[config.mk]
export PLATFORM = sky130hd
export DESIGN_NAME = pool_1st_max
export DESIGN_NICKNAME = d
export VERILOG_FILES = /design/src/rtl/pool_1st_max_pkg.sv /design/src/rtl/pool_1st_max_max2_u8.sv /design/src/rtl/pool_1st_max.sv
export SDC_FILE = /design/constraint.sdc
export NUM_CORES = 1
export LEC_CHECK = 0
export CAP_MARGIN = 20
export CORE_ASPECT_RATIO = 0.75
export CORE_UTILIZATION = 61
export DETAILED_ROUTE_END_ITERATION = 16
export DONT_BUFFER_PORTS = 1
export PLACE_DENSITY = 0.87
export SLEW_MARGIN = 20
export SYNTH_ARGS = -nofsm -noshare
export SYNTH_HDL_FRONTEND = slang
export SYNTH_HIERARCHICAL = 1
export SYNTH_SLANG_ARGS = --single-unit
[constraint.sdc]
create_clock -name clk -period 3.25 [get_ports clk]
set_input_delay 0.325 -clock clk [delete_from_list [all_inputs] [get_ports clk]]
set_output_delay 0.325 -clock clk [all_outputs]
set_load 0.02 [all_outputs]
[src/rtl/pool_1st_max_pkg.sv]
// rtl/pool_1st_max_pkg.sv - shared constants and state type for the first-layer max-pooling stage
package pool_1st_max_pkg;

    localparam int CONV1_LANES = 40;
    localparam int CONV1_ROWS  = 40;
    localparam int CONV1_MAPS  = 32;
    localparam int LANE_W      = 8;

    typedef enum logic [1:0] {
        IDLE = 2'd0,
        EVEN = 2'd1,
        ODD  = 2'd2
    } state_t;

endpackage

[src/rtl/pool_1st_max_max2_u8.sv]
// rtl/pool_1st_max_max2_u8.sv - unsigned 8-bit two-input maximum
// Ports:
//   a, b : unsigned operands
//   y    : larger of a and b
module max2_u8
    import pool_1st_max_pkg::*;
(
    input  logic [LANE_W-1:0] a,
    input  logic [LANE_W-1:0] b,
    output logic [LANE_W-1:0] y
);

    assign y = (a >= b) ? a : b;

endmodule

[src/rtl/pool_1st_max.sv]
// rtl/pool_1st_max.sv - 2x2 stride-2 max pooling of first-layer convolution rows
// Ports:
//   clk, rst_n    : clock, asynchronous active-low reset
//   sta           : frame start pulse; clears counters, buffer and restarts at EVEN
//   conv_i        : LANES unsigned 8-bit lanes, lane k at [(k+1)*8-1 -: 8]
//   valid_i       : one row beat per cycle when high
//   pool_o        : LANES/2 pooled lanes, held until the next valid_o
//   valid_o       : one-cycle pulse per pooled row
//   row_o, map_o  : pooled-row index within the map, map index
//   map_last_o    : high with valid_o on the last pooled row of a map
//   frame_done_o  : high with the final valid_o of the last map
module pool_1st_max
    import pool_1st_max_pkg::*;
#(
    parameter int LANES = CONV1_LANES,
    parameter int ROWS  = CONV1_ROWS,
    parameter int MAPS  = CONV1_MAPS
)
(
    input  logic                      clk,
    input  logic                      rst_n,
    input  logic                      sta,
    input  logic [LANES*LANE_W-1:0]   conv_i,
    input  logic                      valid_i,
    output logic [LANES/2*LANE_W-1:0] pool_o,
    output logic                      valid_o,
    output logic [4:0]                row_o,
    output logic [4:0]                map_o,
    output logic                      map_last_o,
    output logic                      frame_done_o
);

    localparam int HL = LANES / 2;
    localparam int RW = $clog2(ROWS);
    localparam int MW = (MAPS > 1) ? $clog2(MAPS) : 1;

    state_t            state_q;
    state_t            state_d;
    logic [RW-1:0]     row_cnt;
    logic [MW-1:0]     map_cnt;
    logic [RW-1:0]     pooled_row;
    logic [LANE_W-1:0] buf_q [HL];
    logic [LANE_W-1:0] h     [HL];
    logic [LANE_W-1:0] v     [HL];
    logic              accept;
    logic              even_beat;
    logic              odd_beat;
    logic              last_row;
    logic              last_map;

    assign last_row   = (row_cnt == RW'(ROWS - 1));
    assign last_map   = (map_cnt == MW'(MAPS - 1));
    assign pooled_row = row_cnt >> 1;

    // Horizontal pair max per row, then vertical max against the buffered even row.
    for (genvar j = 0; j < HL; j++) begin : g_lane
        max2_u8 u_hmax (
            .a (conv_i[(2*j+1)*LANE_W-1 -: LANE_W]),
            .b (conv_i[(2*j+2)*LANE_W-1 -: LANE_W]),
            .y (h[j])
        );
        max2_u8 u_vmax (
            .a (buf_q[j]),
            .b (h[j]),
            .y (v[j])
        );
    end

    always_ff @(posedge clk or negedge rst_n) begin
        if (!rst_n) begin
            state_q <= IDLE;
        end else begin
            state_q <= state_d;
        end
    end

    always_comb begin
        state_d = state_q;
        if (sta) begin
            state_d = EVEN;
        end else begin
            case (state_q)
                IDLE: state_d = IDLE;
                EVEN: if (valid_i) state_d = ODD;
                ODD:  if (valid_i) state_d = (last_row && last_map) ? IDLE : EVEN;
                default: state_d = IDLE;
            endcase
        end
    end

    // A beat coinciding with sta belongs to no frame and is dropped.
    always_comb begin
        accept    = valid_i && !sta && (state_q != IDLE);
        even_beat = accept && (state_q == EVEN);
        odd_beat  = accept && (state_q == ODD);
    end

    always_ff @(posedge clk or negedge rst_n) begin
        if (!rst_n) begin
            row_cnt <= '0;
            map_cnt <= '0;
        end else if (sta) begin
            row_cnt <= '0;
            map_cnt <= '0;
        end else if (accept) begin
            if (last_row) begin
                row_cnt <= '0;
                map_cnt <= last_map ? '0 : map_cnt + 1'b1;
            end else begin
                row_cnt <= row_cnt + 1'b1;
            end
        end
    end

    always_ff @(posedge clk or negedge rst_n) begin
        if (!rst_n) begin
            for (int j = 0; j < HL; j++) buf_q[j] <= '0;
        end else if (sta) begin
            for (int j = 0; j < HL; j++) buf_q[j] <= '0;
        end else if (even_beat) begin
            for (int j = 0; j < HL; j++) buf_q[j] <= h[j];
        end
    end

    // The odd row of a pair always lands on an odd row count, so last_row there
    // marks the last pooled row of the map.
    always_ff @(posedge clk or negedge rst_n) begin
        if (!rst_n) begin
            pool_o       <= '0;
            valid_o      <= 1'b0;
            row_o        <= '0;
            map_o        <= '0;
            map_last_o   <= 1'b0;
            frame_done_o <= 1'b0;
        end else begin
            valid_o      <= odd_beat;
            map_last_o   <= odd_beat && last_row;
            frame_done_o <= odd_beat && last_row && last_map;
            if (odd_beat) begin
                for (int j = 0; j < HL; j++) pool_o[j*LANE_W +: LANE_W] <= v[j];
                row_o <= 5'(pooled_row);
                map_o <= 5'(map_cnt);
            end
        end
    end

endmodule

Yosys cells after proc, flatten, opt, wreduce, memory -nomap -nowiden
Cells that the tools add are included.
{"block": "op_classes", "add_sub_neg": 2, "n_lt_le_gt_ge": 40, "n_eq_ne": 6, "mux": 54, "reduce_logical": 14}
{"operator": "8-bit >= comparator", "n": 40}
{"operator": "160-bit 2-to-1 mux", "n": 2}
{"operator": "8-bit 2-to-1 mux", "n": 40}
{"operator": "5-bit 2-to-1 mux", "n": 4}
{"operator": "6-bit 2-to-1 mux", "n": 3}
{"operator": "2-bit nonzero test", "n": 4}
{"operator": "1-bit logical AND", "n": 7}
{"operator": "6-bit by 1-bit adder with 6-bit output, second input constant", "n": 1}
{"operator": "6-bit == test, second input constant", "n": 1}
{"operator": "2-bit 2-to-1 mux", "n": 3}
{"operator": "3-bit != test, second input constant", "n": 2}
{"operator": "5-bit by 1-bit adder with 5-bit output, second input constant", "n": 1}
{"operator": "5-bit == test, second input constant", "n": 1}
{"operator": "2-bit case mux with 2 select lines", "n": 1}
{"operator": "2-bit AND reduction", "n": 2}
{"operator": "2-bit by 1-bit == test with 1-bit output, second input constant", "n": 1}
{"operator": "2-bit == test, second input constant", "n": 1}
{"operator": "1-bit zero test", "n": 1}
{"operator": "1-bit 2-to-1 mux", "n": 1}
{"block": "totals", "ff_bits": 346, "out_inout_bits": 173, "elab_cells": 145}

Depth between registers and ports, before layout
Gate-level depths: netlist of run 1.
{"block": "logic_depth", "ltp_word": 6, "ltp_mapped": 13}

Cells and area by module
The synthesis of run 1 kept the hierarchy.
{"module": "pool_1st_max", "instances": 1, "cells_per_inst": 1133, "area_each_um2": 13407.9, "seq_area_each_um2": 8658.3}
{"module": "max2_u8", "instances": 40, "cells_per_inst": 34, "area_each_um2": 301.5, "seq_area_each_um2": 0.0}

Worst setup path after synthesis of run 1
OpenSTA, ideal clock, no wires.
{"block": "synth_timing", "path_kind": "input -> register", "startpoint": "input port conv_i[0]", "endpoint": "register pool_o[0]", "setup_ns": 0.128, "arrival_time_ns": 3.796, "setup_slack_ns": -0.673, "path_stages": 12, "path_buffers": 0, "cell_sequence": "inv_1 ha_1 nand2b_4 a2111o_1 a211oi_4 mux2_2 ha_1 nand2b_4 a2111o_1 a211oi_4 mux2_2 mux2_1"}
{"item": "start: declaration", "line": "pool_1st_max.sv:23", "source": "input logic [LANES*LANE_W-1:0] conv_i,"}
{"item": "end signal: assignment", "line": "pool_1st_max.sv:129", "source": "pool_o <= '0;"}
{"item": "end: declaration", "line": "pool_1st_max.sv:25", "source": "output logic [LANES/2*LANE_W-1:0] pool_o,"}

==> results_dict.tcl, run 1 <==
set metrics [dict create \
    numCtsBuffers 38 \
    clockBufferDepth 3 \
    syn_nets 3140 \
    syn_inst 2493 \
    rr_worst_depth 8 \
    cp_slowest_cell "a2111o_1" \
    synth_warnings 6 \
    die_area_um2 42580 \
    layout_commonest_cell "dfrtp_1" \
    drv_cap 0 \
    dp_hpwl_um 50770 \
    drt_pass1_iterations 5 \
    final_cell_mix "346 x dfrtp_1, 344 x mux2_4, 331 x inv_1" \
    post_synth.cell_area_avg_um2 10.22 \
    drv_slew 0 \
    synthTopCellsByArea "dfrtp_1 34%, ha_1 16%, mux2_2 14%" \
    synth_cell_types 40 \
    multi_input_area_um2 17020 \
    rows 64 \
    p_per_area_nw_per_um2 503.3 \
    synthFlopType "dfrtp_1" \
    status "complete, but fails checks" \
    areaGrowthSynthToFinish_pct 23.29 \
    grt.total_usage_pct 32.50 \
    min_period_over_period_pct 103.6 \
    drtIter0Drc 1695 \
    yosysSeqAreaShare_pct 33.99 \
    coreArea_um2 41000 \
    skew_ns 0.01561 \
    worst-path-stages 14 \
    grt_pass1_vias 21380 \
    die_w_um 237.9 \
    post-route-min-period_ns 3.368 \
    routed-wl-met2_um 38320 \
    nNetsFinal 3364 \
    clock.fmax_ghz 0.2969 \
    max_stage_delay_ns 0.46 \
    fin_ws_ns -0.1185 \
    clock_latency_ns 0.54 \
    worstSetupStartpointType "input port" \
    setup_viol 54 \
    drtAntennaViolNets 0 \
    vias 20970 \
    cp.buffers_inverters 3 \
    diodes 0 \
    yosys.area.top_type "dfrtp_1" \
    postRouteWirelength_um 78600 \
    r2r_slack_ns 0.70 \
    grt-ovfl-total 0 \
    rsz0062_at_grt "yes" \
    port_buffers 0 \
    grt_first_pass_wirelength_um 110700 \
    antenna_found_initial 0 \
    layout-drive-gt1-share_pct 35.20 \
    drc_errors 0 \
    reg2reg_from "buf_q[136]" \
    critPathKind "in2reg" \
    ir_worst_vdd_uv 462.9 \
    final-instance-count-excl-fill 3305 \
    synth-seq-cells 346 \
    hold_path.class "in2async" \
    clock-root-buffer "clkbuf_16" \
    endpoint_kind "flip-flop" \
    start_util_pct 62.12 \
    final_hold_viol_count 346 \
    violations "negative hold slack, negative setup slack" \
    critical_path_arrival_ns 3.79 \
    top_layer "met4" \
    critPathTopFamily "compound AO/OA/AOI/OAI gates" \
    synth_top_area_share_pct 33.99 \
    endpoint "pool_o[18]" \
    worst-slew-pin-transition_ns 1.116 \
    reg2reg_to "pool_o[18]" \
    fp.dieH_um 179.0 \
    via_per_inst 6.344 \
    synth_edf_count 0 \
    gp_congestion 0.9107 \
    dp_cells 3209 \
    synthArstFlopShare_pct 100.0 \
    htree_num_levels 2 \
    io_pins 497 \
    relSlewSlack_pct 25.33 \
    cts_tree "built" \
    worstSetupStartpoint "conv_i[40]" \
    clk_pin_slew_ns 0.08 \
    netlist_area_um2 25470 \
    ctsHoldBuffers 2 \
    crit_path_cell_trace "ha_4 -> nand2b_4 -> a2111o_1 -> a211oi_4 -> buf_6 -> mux2_2 -> inv_1 -> ha_1 -> a211oi_2 -> nor2_1 -> a211oi_4 -> buf_6 -> mux2_4 -> mux2_4" \
    wl_met3_um 6749 \
    leakage_nw 16.01 \
    fin_hold_ws_ns -0.5263 \
    path_max_fanout 6 \
    wl_per_cell_um 23.78 \
    seqCellArea_um2 8658 \
    cts_sinks 346 \
    grt_max_degree 347 \
    fill_cells 2230 \
    required_ns 3.67 \
    met1_length_um 28550 \
]
[metrics by stage]
| step | setup WS [ns] | area [µm²] | util, % | power, mW | TNS, ns |
|---|---|---|---|---|---|
| 3_3_place_gp | -0.5036 | 29210 | 71.24 | 10.29 | -64.41 |
| 5_1_grt | -0.1646 | 31400 | 76.59 | 16.36 | -4.498 |
| 3_5_place_dp | -0.5848 | 29210 | 71.24 | 10.59 | -79.04 |
| 6_report | -0.1185 | 31400 | 76.59 | 15.80 | -1.973 |
| 2_1_floorplan | -0.6677 | 27080 | - | 9.197 | -92.35 |
| 4_1_cts | -0.02349 | 30550 | 74.51 | 15.28 | -0.02349 |
[layout make-up]
class | instances | area share, %
multi-input cells | 1711 | 54.21
flip-flops and latches | 346 | 27.57
repair buffers | 259 | 7.164
inverters | 361 | 4.678
clock buffers | 55 | 3.690
well taps | 561 | 2.235
clock inverters | 12 | 0.4463
[Yosys cell counts, drive strengths merged, types with 2 or more instances]
cell type  count
a2111o        40
a211oi        80
a21oi        114
a31o           2
and2           6
and3           3
buf           41
clkbuf        34
dfrtp        346
ha           323
inv          361
mux2         490
nand2        327
nand2b        40
nand3          6
nand4         42
nor2          46
nor2b          3
o21ai        174
xor2           3
[timing repair]
item                       CTS  global route
cloned                       0             0
setup endpoints to repair   13           149
hold endpoints to repair   425           346
setup buffers                0            27
resized for setup            1           170
pin swaps                    5            82
[cell families (layout without fill, tap and decap cells)]
kind of cell,Yosys count,count (layout),synth area share (%)
muxes,491,491,21.70
and+or+nand+nor,481,481,9.393
AOI/OAI and AO/OA,413,413,11.92
adders and majority gates,323,323,15.87
xor gates and xnor gates,3,3,0.1032
buffers and inverters,436,687,7.020
DFF,346,346,33.99
[metal layers]
layer,GRT usage [%],up-vias
met3,7.621,407
met5,0,-
met4,16.26,0
met1,37.75,10300
li1,-,9063
met2,56.54,1200
[registers in the layout, indices dropped and copies added (netlist names)]
register / flops
map_o: 5
pool_o: 160
buf_q: 160
row_o: 5
valid_o: 1
row_cnt: 6
map_cnt: 5
state_q: 2
frame_done_o: 1
map_last_o: 1
[how the worst min path moves through the flow]
stage,depth (start not counted),to,from
2_1_floorplan,0,buf_q[0],rst_n
3_3_place_gp,0,pool_o[18],rst_n
3_5_place_dp,0,pool_o[19],rst_n
4_1_cts,0,pool_o[19],rst_n
5_1_grt,0,pool_o[19],rst_n
6_report,0,pool_o[18],rst_n
[where the power goes]
group | internal (mW) | leakage [nW] | switching [mW] | total, mW
Sequential | 4.98 | 4.62 | 1.48 | 6.47
Clock | 2.71 | 0.640 | 1.86 | 4.57
Combinational | 2.77 | 10.7 | 2.00 | 4.77
Total | 10.5 | 16.0 | 5.34 | 15.8
Note: power is estimated with default switching activity, not from simulation.
==> inputs of run 2 (changes only) <==
CORE_ASPECT_RATIO = 2   (was 0.75)
==> results_dict.tcl, run 2 (synthesis gave the netlist of run 1 again) <==
set metrics [dict create \
    relSlewSlack_pct 41.47 \
    worstSetupStartpointType "input port" \
    reg2reg_to "pool_o[119]" \
    critical_path_arrival_ns 3.88 \
    via_per_inst 6.496 \
    critPathKind "in2reg" \
    die_area_um2 42620 \
    rr_worst_depth 8 \
    final_cell_mix "346 x dfrtp_1, 344 x mux2_4, 330 x inv_1" \
    ctsHoldBuffers 2 \
    ir_worst_vdd_uv 488.4 \
    total_power_mw 15.83 \
    seqCellArea_um2 8658 \
    die_w_um 146.5 \
    reg2reg_from "buf_q[40]" \
    p_per_area_nw_per_um2 502.9 \
    required_ns 3.66 \
    dp_hpwl_um 54430 \
    worst-slew-pin-transition_ns 0.8780 \
    rsz0062_at_grt "yes" \
    grt.total_usage_pct 35.27 \
    htree_num_levels 2 \
    clock_latency_ns 0.53 \
    grt_max_degree 347 \
    diodes 0 \
    wl_per_cell_um 25.78 \
    cts_sinks 346 \
    rows 105 \
    antenna_found_initial 3 \
    leakage_nw 16.05 \
    clock-root-buffer "clkbuf_16" \
    endpoint_kind "flip-flop" \
    post-route-min-period_ns 3.475 \
    multi_input_area_um2 17070 \
    io_pins 497 \
    clockBufferDepth 3 \
    worstSetupStartpoint "conv_i[232]" \
    areaGrowthSynthToFinish_pct 23.60 \
    grt_pass1_vias 23040 \
    stdcell_area_um2 31480 \
    drv_cap 0 \
    clock.fmax_ghz 0.2878 \
    coreArea_um2 41120 \
    final_hold_viol_count 346 \
    grt-ovfl-total 0 \
    grt_first_pass_wirelength_um 118300 \
    drv_slew 0 \
    nNetsFinal 3379 \
    layout-drive-gt1-share_pct 35.98 \
    r2r_slack_ns 0.64 \
    min_period_over_period_pct 106.9 \
    layout_commonest_cell "dfrtp_1" \
    drc_errors 0 \
    violations "negative hold slack, negative setup slack" \
    gp_congestion 0.9471 \
    cts_tree "built" \
    fill_cells 2145 \
    drtAntennaViolNets 0 \
    dp_slack_ns -0.6481 \
    vias 21380 \
    drt_pass1_iterations 7 \
    dpl_cell_area_um2 29240 \
    clk_pin_slew_ns 0.07 \
    setup_viol 93 \
    skew_ns 0.02448 \
    largestRegisters "buf_q: 160 flops, pool_o: 160 flops, row_cnt: 6 flops" \
    numCtsBuffers 35 \
    fin_hold_ws_ns -0.5067 \
    drtIter0Drc 1096 \
    start_util_pct 61.94 \
    fp.dieH_um 291.0 \
    port_buffers 0 \
    hold_path.class "in2async" \
    status "complete, but fails checks" \
    fin_ws_ns -0.2250 \
    path_max_fanout 4 \
    postRouteWirelength_um 84860 \
]
==> run 2: cell count changes in the layout (fill, tap and decap cells not counted), moves of 3 or more <==
cell       before  now
buf_4         205  224
a211oi_1       30   25
a211oi_2        9   14
clkbuf_16      41   37
o21ai_1        25   21
clkbuf_1        6    3
inv_6          11   14
o21ai_2         2    5
==> run 2: worst max-delay path, stage by stage <==
cell and delay (ns):
ha_4 0.22, nand2b_4 0.13, a2111o_1 0.40, a211oi_4 0.33
buf_4 0.17, mux2_4 0.33, inv_4 0.08, ha_4 0.20
a2111o_1 0.47, a211oi_4 0.35, buf_6 0.19, mux2_4 0.36
mux2_4 0.32
==> run 2: how the worst max path moves through the flow <==
stage | to | slack [ns]
6_report | pool_o[119] | -0.23
3_3_place_gp | pool_o[79] | -0.48
5_1_grt | pool_o[119] | -0.24
3_5_place_dp | pool_o[78] | -0.65
4_1_cts | pool_o[116] | -0.009
2_1_floorplan | pool_o[38] | -0.67
==> run 2: final cells by class <==
class	instances	share of cell area, %
multi-input combinational	1711	54.24
timing repair buffer	277	7.536
clock buffer	47	3.283
sequential	346	27.50
tap	535	2.126
inverter	361	4.698
clock inverter	15	0.6161
==> run 2: where the power goes <==
part | leakage [nW] | internal [mW] | switching, mW
Combinational | 10.8 | 2.82 | 2.06
Clock | 0.599 | 2.57 | 1.84
Sequential | 4.62 | 4.98 | 1.57
==> run 2: timing repair <==
item,in CTS,in global routing
pin swaps,13,75
endpoints found under the hold margin,425,346
gates resized for setup,27,157
setup buffers,4,31
setup endpoints to repair,55,158
==> run 2: layer usage <==
metal | GRT usage, % | part of all wire, %
met1 | 32.13 | 31
met5 | 0 | 0.097
met3 | 9.295 | 9.3
met4 | 30.11 | 10
met2 | 63.95 | 50
==> run 2: stage by stage <==
step,setup TNS (ns),hold slack [ns],utilization [%],cells
after floorplan,-92.35,0.02941,-,2493
after global placement,-64.34,0.03517,71.10,3193
after detailed placement,-79.58,0.03548,71.10,3193
after CTS,-0.008920,-0.5247,74.50,3261
after global routing,-7.767,-0.5333,76.56,3292
final,-4.403,-0.5067,76.56,3292
==> inputs of run 3 (changes only) <==
clock period = 3.2 ns   (was 3.25 ns; I/O delays follow)
==> results_dict.tcl, run 3 (synthesis gave the netlist of run 1 again) <==
set metrics [dict create \
    status "complete, but fails checks" \
    violations "negative hold slack, negative setup slack" \
    htree_num_levels 2 \
    worst-slew-pin-transition_ns 1.031 \
    clock_latency_ns 0.53 \
    grt_pass1_vias 23260 \
    rsz0062_at_grt "yes" \
    p_per_area_nw_per_um2 507.5 \
    die_w_um 146.5 \
    worstSetupStartpointType "input port" \
    min_period_over_period_pct 115.6 \
    clock-root-buffer "clkbuf_16" \
    final_hold_viol_count 346 \
    rows 105 \
    fin_hold_ws_ns -0.5084 \
    wl_per_cell_um 26.13 \
    ctsHoldBuffers 2 \
    critPathKind "in2reg" \
    largestRegisters "buf_q: 160 flops, pool_o: 160 flops, row_cnt: 6 flops" \
    nNetsFinal 3369 \
    port_buffers 0 \
    skew_ns 0.01919 \
    via_per_inst 6.586 \
    grt-ovfl-total 0 \
    die_area_um2 42620 \
    drv_cap 0 \
    relSlewSlack_pct 31.25 \
    gp_congestion 0.8917 \
    vias 21610 \
    leakage_nw 16.05 \
    grt.total_usage_pct 35.25 \
    dp_hpwl_um 52410 \
    setup_viol 108 \
    drt_pass1_iterations 7 \
    tns_ns -13.63 \
    fp.dieH_um 291.0 \
    post-route-min-period_ns 3.698 \
    cts_sinks 346 \
    drtIter0Drc 1544 \
    stdcell_area_um2 31560 \
    clk_pin_slew_ns 0.07 \
    drc_errors 0 \
    drv_slew 0 \
    clockBufferDepth 3 \
    critical_path_arrival_ns 4.10 \
    cts_tree "built" \
    drtAntennaViolNets 0 \
    antenna_found_initial 3 \
    grt_max_degree 347 \
    final_cell_mix "361 x mux2_4, 346 x dfrtp_1, 328 x inv_1" \
    required_ns 3.61 \
    endpoint_kind "flip-flop" \
    areaGrowthSynthToFinish_pct 23.93 \
    ir_worst_vdd_uv 440.5 \
    numCtsBuffers 34 \
    fin_ws_ns -0.4978 \
    postRouteWirelength_um 85770 \
    dpl_cell_area_um2 29200 \
    layout_commonest_cell "mux2_4" \
    hold_path.class "in2async" \
    io_pins 497 \
    coreArea_um2 41120 \
    grt_first_pass_wirelength_um 118500 \
    path_max_fanout 4 \
    clock.fmax_ghz 0.2704 \
    start_util_pct 61.94 \
    layout-drive-gt1-share_pct 36.43 \
]
==> run 3: repair_timing <==
action / CTS / global route
pin swaps: 41 / 64
hold endpoints to repair: 425 / 346
setup buffers: 17 / 17
gates resized for setup: 59 / 171
endpoints found under the setup margin: 90 / 157
==> run 3: final cells by class <==
class / instances / area, µm²
Fill cell: 2135 / 9557
Timing Repair Buffer: 268 / 2400
Sequential cell: 346 / 8658
Multi-Input combinational cell: 1711 / 17160
Tap cell: 535 / 669.4
Clock buffer: 49 / 1041
Antenna cell: 2 / 5.005
Inverter: 361 / 1489
Clock inverter: 10 / 137.6
==> run 3: where the power goes <==
group | leakage, nW | total [mW] | internal [mW] | switching (mW)
clock | 0.575 | 4.35 | 2.51 | 1.83
sequential | 4.62 | 6.61 | 5.06 | 1.55
combinational | 10.9 | 5.06 | 2.92 | 2.14
total | 16.0 | 16.0 | 10.5 | 5.53
==> run 3: worst paths after layout <==
check                       startpoint           to  slack, ns  cells past startpoint
setup / recovery           conv_i[267]  pool_o[131]      -0.50                     16
hold / removal                   rst_n   pool_o[96]      -0.51                      0
setup reg to reg             buf_q[32]  pool_o[120]       0.57                      9
hold reg to reg              buf_q[64]    buf_q[64]       0.55                      2
max in group asynchronous        rst_n     row_o[0]       2.94                      0
min in group clk                   sta   row_cnt[5]       0.08                      2
==> run 3: per-layer routing <==
layer / track usage (%) / share of wire [%] / wire [µm]
met1: 31.77 / 31 / 26760
met4: 29.50 / 9.7 / 8331
met5: 1.047 / 0.096 / 82
met2: 64.13 / 50 / 42750
met3: 9.749 / 9.1 / 7846
==> run 3: through the flow <==
| step | utilization (%) | power [mW] | hold slack (ns) | setup WS (ns) | instances |
|---|---|---|---|---|---|
| 6_report | 76.76 | 16.02 | -0.5084 | -0.4978 | 3282 |
| 5_1_grt | 76.75 | 16.55 | -0.5234 | -0.4403 | 3280 |
| 4_1_cts | 74.87 | 15.34 | -0.5205 | -0.09879 | 3263 |
| 3_5_place_dp | 71.02 | 10.81 | 0.03051 | -0.6575 | 3185 |
| 3_3_place_gp | 71.02 | 10.50 | 0.03013 | -0.5607 | 3185 |
| 2_1_floorplan | - | 9.336 | 0.02441 | -0.7127 | 2493 |
==> run 3: critical path, cell delays in order <==
cell	delay (ns)
inv_1	0.04
ha_1	0.29
o21ai_0	0.14
a21oi_1	0.85
a211oi_4	0.15
buf_4	0.18
buf_4	0.12
buf_4	0.13
mux2_2	0.25
inv_1	0.06
ha_1	0.20
a2111o_1	0.34
a211oi_4	0.27
buf_6	0.17
mux2_4	0.31
mux2_4	0.26
